[src/rtl/fwd_wb_unit_pkg.sv]
// Shared types for the forwarding / write-back unit.
// Load width encodings, pipeline slot structs and the x0 index.
package fwd_wb_unit_pkg;

    localparam int XLEN_D      = 32;
    localparam int NREG_BITS_D = 5;

    localparam logic [2:0] F3_LB  = 3'b000;
    localparam logic [2:0] F3_LH  = 3'b001;
    localparam logic [2:0] F3_LW  = 3'b010;
    localparam logic [2:0] F3_LBU = 3'b100;
    localparam logic [2:0] F3_LHU = 3'b101;

    localparam logic [NREG_BITS_D-1:0] X0 = '0;

    typedef struct packed {
        logic                   v;
        logic [NREG_BITS_D-1:0] rd;
        logic                   we;
        logic                   ld;
        logic                   st;
        logic [2:0]             funct3;
        logic [XLEN_D-1:0]      dat;
    } mem_slot_t;

    typedef struct packed {
        logic                   v;
        logic [NREG_BITS_D-1:0] rd;
        logic                   we;
        logic [XLEN_D-1:0]      dat;
    } wb_slot_t;

endpackage

[src/rtl/fwd_wb_unit_ld_align.sv]
// Load data alignment: picks byte/half by address offset
// and sign- or zero-extends according to funct3.
module fwd_wb_unit_ld_align
    import fwd_wb_unit_pkg::*;
(
    input  logic [2:0]        funct3,
    input  logic [1:0]        off,
    input  logic [XLEN_D-1:0] rdat,
    output logic [XLEN_D-1:0] dat
);

    logic [7:0]  b;
    logic [15:0] h;

    always_comb begin
        b   = rdat[{off, 3'b000} +: 8];
        h   = rdat[{off[1], 4'b0000} +: 16];
        dat = rdat;
        unique case (funct3)
            F3_LB:   dat = {{24{b[7]}}, b};
            F3_LH:   dat = {{16{h[15]}}, h};
            F3_LBU:  dat = {24'h0, b};
            F3_LHU:  dat = {16'h0, h};
            F3_LW:   dat = rdat;
            default: dat = rdat;
        endcase
    end

endmodule

[src/rtl/fwd_wb_unit.sv]
// MEM/WB slot tracking, RF write port, ID forwarding and stalls.
// Optional FWD_STALL_CNT_EN adds a free-running stall cycle counter.
module fwd_wb_unit
    import fwd_wb_unit_pkg::*;
#(
    parameter int XLEN      = XLEN_D,
    parameter int NREG_BITS = NREG_BITS_D
) (
    input  logic                 clk_i,
    input  logic                 rst_n_i,
    input  logic [NREG_BITS-1:0] id_rs1_i,
    input  logic [NREG_BITS-1:0] id_rs2_i,
    input  logic                 ex_valid_i,
    input  logic [NREG_BITS-1:0] ex_rd_i,
    input  logic                 ex_we_i,
    input  logic                 ex_is_ld_i,
    input  logic                 ex_is_st_i,
    input  logic [2:0]           ex_funct3_i,
    input  logic [XLEN-1:0]      ex_dat_i,
    input  logic                 mem_ack_i,
    input  logic [XLEN-1:0]      mem_rdat_i,
    output logic                 is_fwd_a_o,
    output logic                 is_fwd_b_o,
    output logic [XLEN-1:0]      dat_fwd_a_o,
    output logic [XLEN-1:0]      dat_fwd_b_o,
    output logic [NREG_BITS-1:0] rd_o,
    output logic [XLEN-1:0]      rf_wd_o,
    output logic                 rf_we_o,
`ifdef FWD_STALL_CNT_EN
    output logic [31:0]          stall_cnt_o,
`endif
    output logic                 ld_use_stall_o,
    output logic                 mem_wait_o
);

    mem_slot_t       mem_q;
    wb_slot_t        wb_q;
    logic [XLEN-1:0] ld_dat;
    logic            ex_ok;
    logic            mem_ok;

    fwd_wb_unit_ld_align u_ld_align (
        .funct3 (mem_q.funct3),
        .off    (mem_q.dat[1:0]),
        .rdat   (mem_rdat_i),
        .dat    (ld_dat)
    );

    assign mem_wait_o = mem_q.v & (mem_q.ld | mem_q.st) & ~mem_ack_i;

    assign rf_we_o = wb_q.v & wb_q.we & (wb_q.rd != X0);
    assign rd_o    = wb_q.rd;
    assign rf_wd_o = wb_q.dat;

    // Loads in EX/MEM have no data yet, so they never forward
    assign ex_ok  = ex_valid_i & ex_we_i & ~ex_is_ld_i;
    assign mem_ok = mem_q.v & mem_q.we & ~mem_q.ld;

    function automatic logic [XLEN:0] fwd_pick(
        input logic [NREG_BITS-1:0] rs
    );
        logic [XLEN:0] r;
        r = '0;
        if (rs == X0)
            r = '0;
        else if (ex_ok && ex_rd_i == rs)
            r = {1'b1, ex_dat_i};
        else if (mem_ok && mem_q.rd == rs)
            r = {1'b1, mem_q.dat};
        else if (rf_we_o && wb_q.rd == rs)
            r = {1'b1, wb_q.dat};
        return r;
    endfunction

    always_comb begin
        {is_fwd_a_o, dat_fwd_a_o} = fwd_pick(id_rs1_i);
        {is_fwd_b_o, dat_fwd_b_o} = fwd_pick(id_rs2_i);
    end

    assign ld_use_stall_o = ~mem_wait_o & ex_valid_i & ex_is_ld_i
                          & ex_we_i & (ex_rd_i != X0)
                          & ((ex_rd_i == id_rs1_i)
                           | (ex_rd_i == id_rs2_i));

    always_ff @(posedge clk_i) begin
        if (!rst_n_i) begin
            mem_q <= '0;
            wb_q  <= '0;
        end else if (!mem_wait_o) begin
            mem_q.v      <= ex_valid_i;
            mem_q.rd     <= ex_rd_i;
            mem_q.we     <= ex_we_i;
            mem_q.ld     <= ex_is_ld_i;
            mem_q.st     <= ex_is_st_i;
            mem_q.funct3 <= ex_funct3_i;
            mem_q.dat    <= ex_dat_i;
            wb_q.v       <= mem_q.v;
            wb_q.rd      <= mem_q.rd;
            wb_q.we      <= mem_q.we;
            wb_q.dat     <= mem_q.ld ? ld_dat : mem_q.dat;
        end else begin
            // WB already wrote once; keep it from repeating while MEM waits
            wb_q.v <= 1'b0;
        end
    end

`ifdef FWD_STALL_CNT_EN
    logic [31:0] stall_cnt_q;

    always_ff @(posedge clk_i) begin
        if (!rst_n_i)
            stall_cnt_q <= '0;
        else if (ld_use_stall_o | mem_wait_o)
            stall_cnt_q <= stall_cnt_q + 32'd1;
    end

    assign stall_cnt_o = stall_cnt_q;
`endif

endmodule
[config.mk]
export PLATFORM = sky130hd
export DESIGN_NAME = fwd_wb_unit
export DESIGN_NICKNAME = d
export VERILOG_FILES = /design/src/rtl/fwd_wb_unit_pkg.sv /design/src/rtl/fwd_wb_unit_ld_align.sv /design/src/rtl/fwd_wb_unit.sv
export SDC_FILE = /design/constraint.sdc
export NUM_CORES = 1
export LEC_CHECK = 0
export CAP_MARGIN = 10
export CORE_MARGIN = 4
export CORE_UTILIZATION = 44
export CTS_BUF_LIST = sky130_fd_sc_hd__clkbuf_2 sky130_fd_sc_hd__clkbuf_4 sky130_fd_sc_hd__clkbuf_8
export CTS_CLUSTER_SIZE = 14
export DETAILED_ROUTE_END_ITERATION = 7
export PLACE_DENSITY = 0.88
export SETUP_SLACK_MARGIN = 0.05
export SLEW_MARGIN = 10
export SYNTH_ARGS = -nofsm -noshare
export SYNTH_HDL_FRONTEND = slang
export SYNTH_SLANG_ARGS = --single-unit
export TNS_END_PERCENT = 30
[constraint.sdc]
create_clock -name clk_i -period 2.8 [get_ports clk_i]
set_clock_uncertainty 0.05 [all_clocks]
set_input_delay 0.56 -clock clk_i [delete_from_list [all_inputs] [get_ports clk_i]]
set_output_delay 0.56 -clock clk_i [all_outputs]
set_load 0.02 [all_outputs]
# --- Word-level counts from Yosys, hierarchy flattened ---
# Cells that the tools add are included.
word_totals:
  regBits: 83
  in_bits: 89
op_classes:
  shift: 2
  bitwise: 20
  mux: 10
  n_reduce_logical: 12
  eq_ne: 9
ops:
  columns: ["operator", "n"]
  rows:
  - ["2-to-1 mux 33 bit", 8]
  - ["case mux 32 bit (4 select lines)", 1]
  - ["2-to-1 mux 32 bit", 1]
  - ["variable part select 32 x 6 -> 16 bit", 1]
  - ["variable part select 32 x 6 -> 8 bit", 1]
  - ["equality test 5 bit", 6]
  - ["bitwise AND 1 bit", 13]
  - ["zero test 5 bit", 2]
  - ["nonzero test 5 bit", 2]
  - ["equality test 3 bit, second input constant", 2]
  - ["logical AND 1 bit", 6]
  - ["inverter 1 bit", 5]
  - ["equality test 3 x 1 -> 1 bit, second input constant", 1]
  - ["zero test 3 bit", 1]
  - ["OR 1 bit", 2]
  - ["OR reduction 2 bit", 1]

# --- Depth between registers and ports, before layout ---
logic_depth:
  word_depth: 9
  mapped_depth: 8

# --- By module ---
# Synthesis repeated with hierarchy kept, for this count alone.
hier_totals:
  cells_unflattened: 886
  area_unflattened_um2: 6655.1
modules_own_cells:
  columns: ["module", "n_inst", "area_per_inst_um2", "cells_per_inst", "seq_area_each_um2"]
  rows:
  - ["fwd_wb_unit", 1, 5860.6, 768, 1661.6]
  - ["fwd_wb_unit_ld_align", 1, 794.5, 118, 0.0]

# --- Least setup slack after synthesis ---
# No wires, ideal clock.
synth_timing:
  kind: "input port to output port"
  startpoint: "input port id_rs1_i[0]"
  endpoint: "output port dat_fwd_a_o[20]"
  path_buffers: 1
  path_slack_ns: -0.243
  t_required_ns: 2.190
  arrival_time_ns: 2.433
  cell_stages: 6
  cell_sequence: "nor2b_1 a2111o_1 nor3_2 o32a_1 buf_2 nor3b_1"
synth_between:
  elab_chain_cells: 6
  elab_cells_between_ends: 11
  cone_classes: "3 x eq/ne; 4 x mux; 4 x reduce/logical"
synth_rtl:
  columns: ["item", "line", "rtl"]
  rows:
  - ["from (decl)", "fwd_wb_unit.sv:11", "input logic [NREG_BITS-1:0] id_rs1_i,"]
  - ["equality test 5 bit", "fwd_wb_unit.sv:70", "else if (rf_we_o && wb_q.rd == rs)"]
  - ["logical AND 1 bit", "fwd_wb_unit.sv:70", null]
  - ["2-to-1 mux 33 bit", "fwd_wb_unit.sv:70", null]
  - ["2-to-1 mux 33 bit", "fwd_wb_unit.sv:68", "else if (mem_ok && mem_q.rd == rs)"]
  - ["2-to-1 mux 33 bit", "fwd_wb_unit.sv:66", "else if (ex_ok && ex_rd_i == rs)"]
  - ["2-to-1 mux 33 bit *", "fwd_wb_unit.sv:64", "if (rs == X0)"]
  - ["to (decl)", "fwd_wb_unit.sv:24", "output logic [XLEN-1:0] dat_fwd_a_o,"]
# Every way passes the cells marked *; elsewhere a longest branch is shown, timed or not.

# --- Worst setup path in the final report ---
layout_timing:
  startpoint: "input port id_rs1_i[2]"
  endpoint: "output port dat_fwd_a_o[15]"
# The elaborated chain is that of the path after synthesis.

==> impl.org <==
** Worst setup path
- Startpoint-to-endpoint class of the critical path :: in2out
- Setup crit start kind :: input pin
- Reg2reg path depth :: 5
- STA classifies the critical path endpoint as a primary output.
- Worst setup path startpoint :: id_rs1_i[2]
- For the worst setup path, the data required time is roughly 2200 ps.
- The worst register-to-register path has a setup slack of between 400 and 500 ps.
- Crit path DAT :: between 2000 and 3000 ps
- Worst reg2reg endpoint :: rf_wd_o[27]
- In this run the critical register-to-register path is launched from mem_q[1].
- Of all nets on the critical path, the largest fanout is 5.

** Route
- The routed layout has roughly 6,900 vias.
- Dividing the detail-routed via count by the number of cells gives about 5.8.
- The count of nets left with antenna violations once routing finished came out at 0.
- After detailed routing, the average wire length per cell comes to approximately 20 um.
- For this block, the initial DRC count from the detailed router was slightly below 700.
- After detailed routing, the total wire length is approximately 24 mm.
- TritonRoute pass-1 iters :: 5
- After detailed routing, the number of remaining DRC violations is 0.

** Synthesis
- Main flop type after synthesis :: dfxtp_1
- EDFF count, synth :: 0
- Averaged over all synthesized cells, the footprint is 7.70 um2.
- Counting flops and latches in the post-synthesis netlist gives 83.
- Synthesized net count :: about 900
- The number of different library cells used by synthesis comes to 52.
- Number of warnings reported in the yosys synthesis log :: 0
- Sequential cell area fraction in the yosys report :: 0.267
- Post-Syn Instances :: slightly above 800
- Post-Syn Area :: roughly 6200 um2
- For this run, asynchronously set or reset flops after synthesis account for 0.

** Global routing
- Wire length of the first global-routing pass :: ~36 mm
- GRT overflow :: 0
- Antenna violations before repair :: 0
- Via count of the first global-routing pass :: ~7,000
- For this run, the total global-route usage over all layers was measured as 0.276.
- Largest net degree at the start of global routing :: ~90

** Run status
- The final reports fail on setup timing.
- Status :: finished, violations left

** Timing
- Setup total negative slack on the finished layout was measured at -21,600 ps.
- Hold timing on the final database bottoms out at a slack of approximately 430 ps.
- Number of failing setup endpoints in the final timing report :: 66
- Across all setup checks in the final design, the least slack found is -420 ps.
- Shortest clock period the worst path allows after layout :: 3220 ps
- Worst slew pin tran :: ~1100 ps
- The worst pin sits at a relative slew slack of 0.276.
- Setup repair after global routing could not meet its margin everywhere.
- The total count of max-transition violations in the final report is 0.
- Number of hold violations in the final report :: 0
- Of the available clock period, the critical path in the final layout requires 1.15.
- Static timing analysis puts the maximum clock frequency at between 300 and 400 MHz.

** Clock tree
- Clock buffer depth :: 2
- The number of hold buffers added after CTS was 0.
- In this run the number of H-tree levels came out at 3.
- In this run, CTS created clock tree buffers numbering 9.
- The cell sitting at the root of the clock tree is a clkbuf_8.
- Total number of clock tree sinks :: 83
- Clock latency on the worst-skew pair :: ~350 ps
- Clk pin slew, worst setup/hold paths :: 80 ps
- TritonCTS built the clock tree.

** Placement
- After detailed placement, the design holds a cell count of approximately 1,200.
- At the end of routability-driven placement, the weighted congestion stood at a little over 1.
- Detailed Place HPWL :: ~17 mm
- Port Buffer Count :: ~190

** Layout
- The multi-input combinational cells in the finished layout cover a total of roughly 4300 um2.
- Core occupancy in the finished layout :: 0.668
- FF/Latch Area :: 1670 um2
- Leaving out filler cells and counting taps, the final layout contains 1,199.
- Number of inserted filler cells in the final layout :: 1,135
- Layout cells sized above 1 :: 0.272
- Final Net Count :: about 1,100
- Number of antenna repair diodes :: 0
- Synthesis-to-finish area growth :: 48.9%

** Floorplan
- Count of pins on the block boundary :: 195
- In this run the vertical extent of the chip is 127 um.
- Die area :: about 16,000 um2
- For this configuration, the core starts out at a cell density of 0.449.
- The die is approximately 130 um wide.
- Placement Rows :: 43
- Placeable core area :: 13,900 um2

** Run
- Number of violations of the max-capacitance limit :: 0

** Power and ir drop
- PD cells :: around 340 nW/um2
- VDD sags by at most 0.000264 V.
- Standby leakage power :: 4.04 nW

** Min path
- Counting instances, the worst hold path has a depth of 2.
- Path class of the lowest-slack min-delay path :: reg2reg
- Hold-critical path endpoint :: wb_q[32]
- In this run the most critical hold path is launched from wb_q[32].
-- where the power goes --
part           internal [W]  switching, W  total [W]
sequential          0.00126     0.0000889    0.00135
combinational      0.000432      0.000408   0.000839
clock              0.000560      0.000442    0.00100
total               0.00225      0.000939    0.00319
-- state kept, by name (all words and copies together) (netlist names) --
signal and count:
wb_q 2, rf_wd_o 32, rd_o 5, mem_q 44
-- cell usage after synthesis (all sizes together) (2+ instances only) --
library cell / instances / area share
a21oi: 57 / 0.046
mux2: 37 / 0.072
nor2b: 5 / 0.0050
inv: 6 / 0.0036
o221ai: 7 / 0.0098
mux2i: 32 / 0.051
nand3: 6 / 0.0048
nor3: 8 / 0.0080
nor2: 57 / 0.034
nand2b: 31 / 0.031
nand2: 142 / 0.086
nor4: 2 / 0.0020
nor3b: 3 / 0.0036
buf: 54 / 0.061
o211a: 28 / 0.045
clkbuf: 50 / 0.030
o21ai: 26 / 0.021
a32oi: 7 / 0.0098
o211ai: 18 / 0.022
and3: 3 / 0.0030
dfxtp: 83 / 0.27
xor2: 16 / 0.023
a21boi: 50 / 0.060
xnor2: 10 / 0.014
o31a: 3 / 0.0048
a211oi: 34 / 0.041
or3: 17 / 0.017
or4: 2 / 0.0026
-- stage by stage --
| step | total power [W] | cell area (um2) | worst slack (ps) |
|---|---|---|---|
| floorplan | 0.00181 | 6330 | -122 |
| global placement | 0.00216 | 8780 | -1050 |
| detailed placement | 0.00218 | 8780 | -1090 |
| CTS | 0.00317 | 9030 | -445 |
| global route | 0.00333 | 9270 | -488 |
| finish | 0.00319 | 9270 | -420 |
-- cells in the final DEF, fill, tap and decap left out, types with 3 or more instances in the layout --
cell and count:
clkbuf_8 11, buf_6 27, o211a_4 7, dlygate4sd2_1 8, o211ai_1 18, a211oi_2 11
xor2_1 15, mux2_2 23, o211a_1 21, xnor2_1 10, clkdlybuf4s50_1 109, o31a_2 3
mux2i_1 32, a21boi_0 50, nor3_1 4, buf_4 100, dfxtp_1 80, buf_2 25
o221ai_1 7, nor2_1 55, dfxtp_2 3, buf_12 15, inv_1 4, nor2b_1 4
nand2_1 142, o21ai_0 24, a32oi_1 7, a21oi_1 56, or3_1 16, dlymetal6s2s_1 4
buf_16 3, nand3_1 5, nand2b_1 31, a211oi_1 23, mux2_4 14
-- cell families after synthesis --
logic type,synth area share
multiplexers,0.127
buffers and inverters,0.0946
AO/OA/AOI/OAI,0.272
AND/OR/NAND/NOR,0.202
flip-flops,0.267
XOR/XNOR,0.0366
-- worst max-delay path by stage --
stage                            to  slack [ps]  depth (start not counted)
floorplan           dat_fwd_a_o[13]        -120                          7
global placement    dat_fwd_a_o[10]       -1050                          8
CTS                 dat_fwd_a_o[14]        -450                          9
global route         dat_fwd_a_o[8]        -490                          9
finish              dat_fwd_a_o[15]        -420                          8
detailed placement  dat_fwd_a_o[14]       -1090                          8
-- critical path, cell delays in order --
cell,delay [ps]
clkdlybuf4s15_2,190
nor2b_1,50
a2111o_1,440
or3_4,510
buf_12,190
mux2_4,300
o211a_1,250
buf_6,140
-- layer usage --
metal / global-route usage / up-vias / wire length, um
li1: - / 3243 / -
met1: 0.355 / 3271 / 9730
met2: 0.455 / 342 / 11200
met3: 0.0514 / 64 / 1740
met4: 0.115 / 0 / 906
met5: 0 / - / 0
-- final cells by class --
| type | instances | area share |
|---|---|---|
| timing repair buffer | 298 | 0.310 |
| clock inverter | 4 | 0.00783 |
| multi-input combinational | 616 | 0.459 |
| inverter | 6 | 0.00243 |
| clock buffer | 12 | 0.0171 |
| sequential | 83 | 0.180 |
| tap | 180 | 0.0243 |
-- timing repair --
item,4_1_cts,5_1_grt
hold endpoints to repair,0,0
cloned,4,1
setup endpoints to repair,69,68
resized for setup,382,50
setup buffers,8,6
pin swaps,15,12
(Power assumes the default switching activity.)
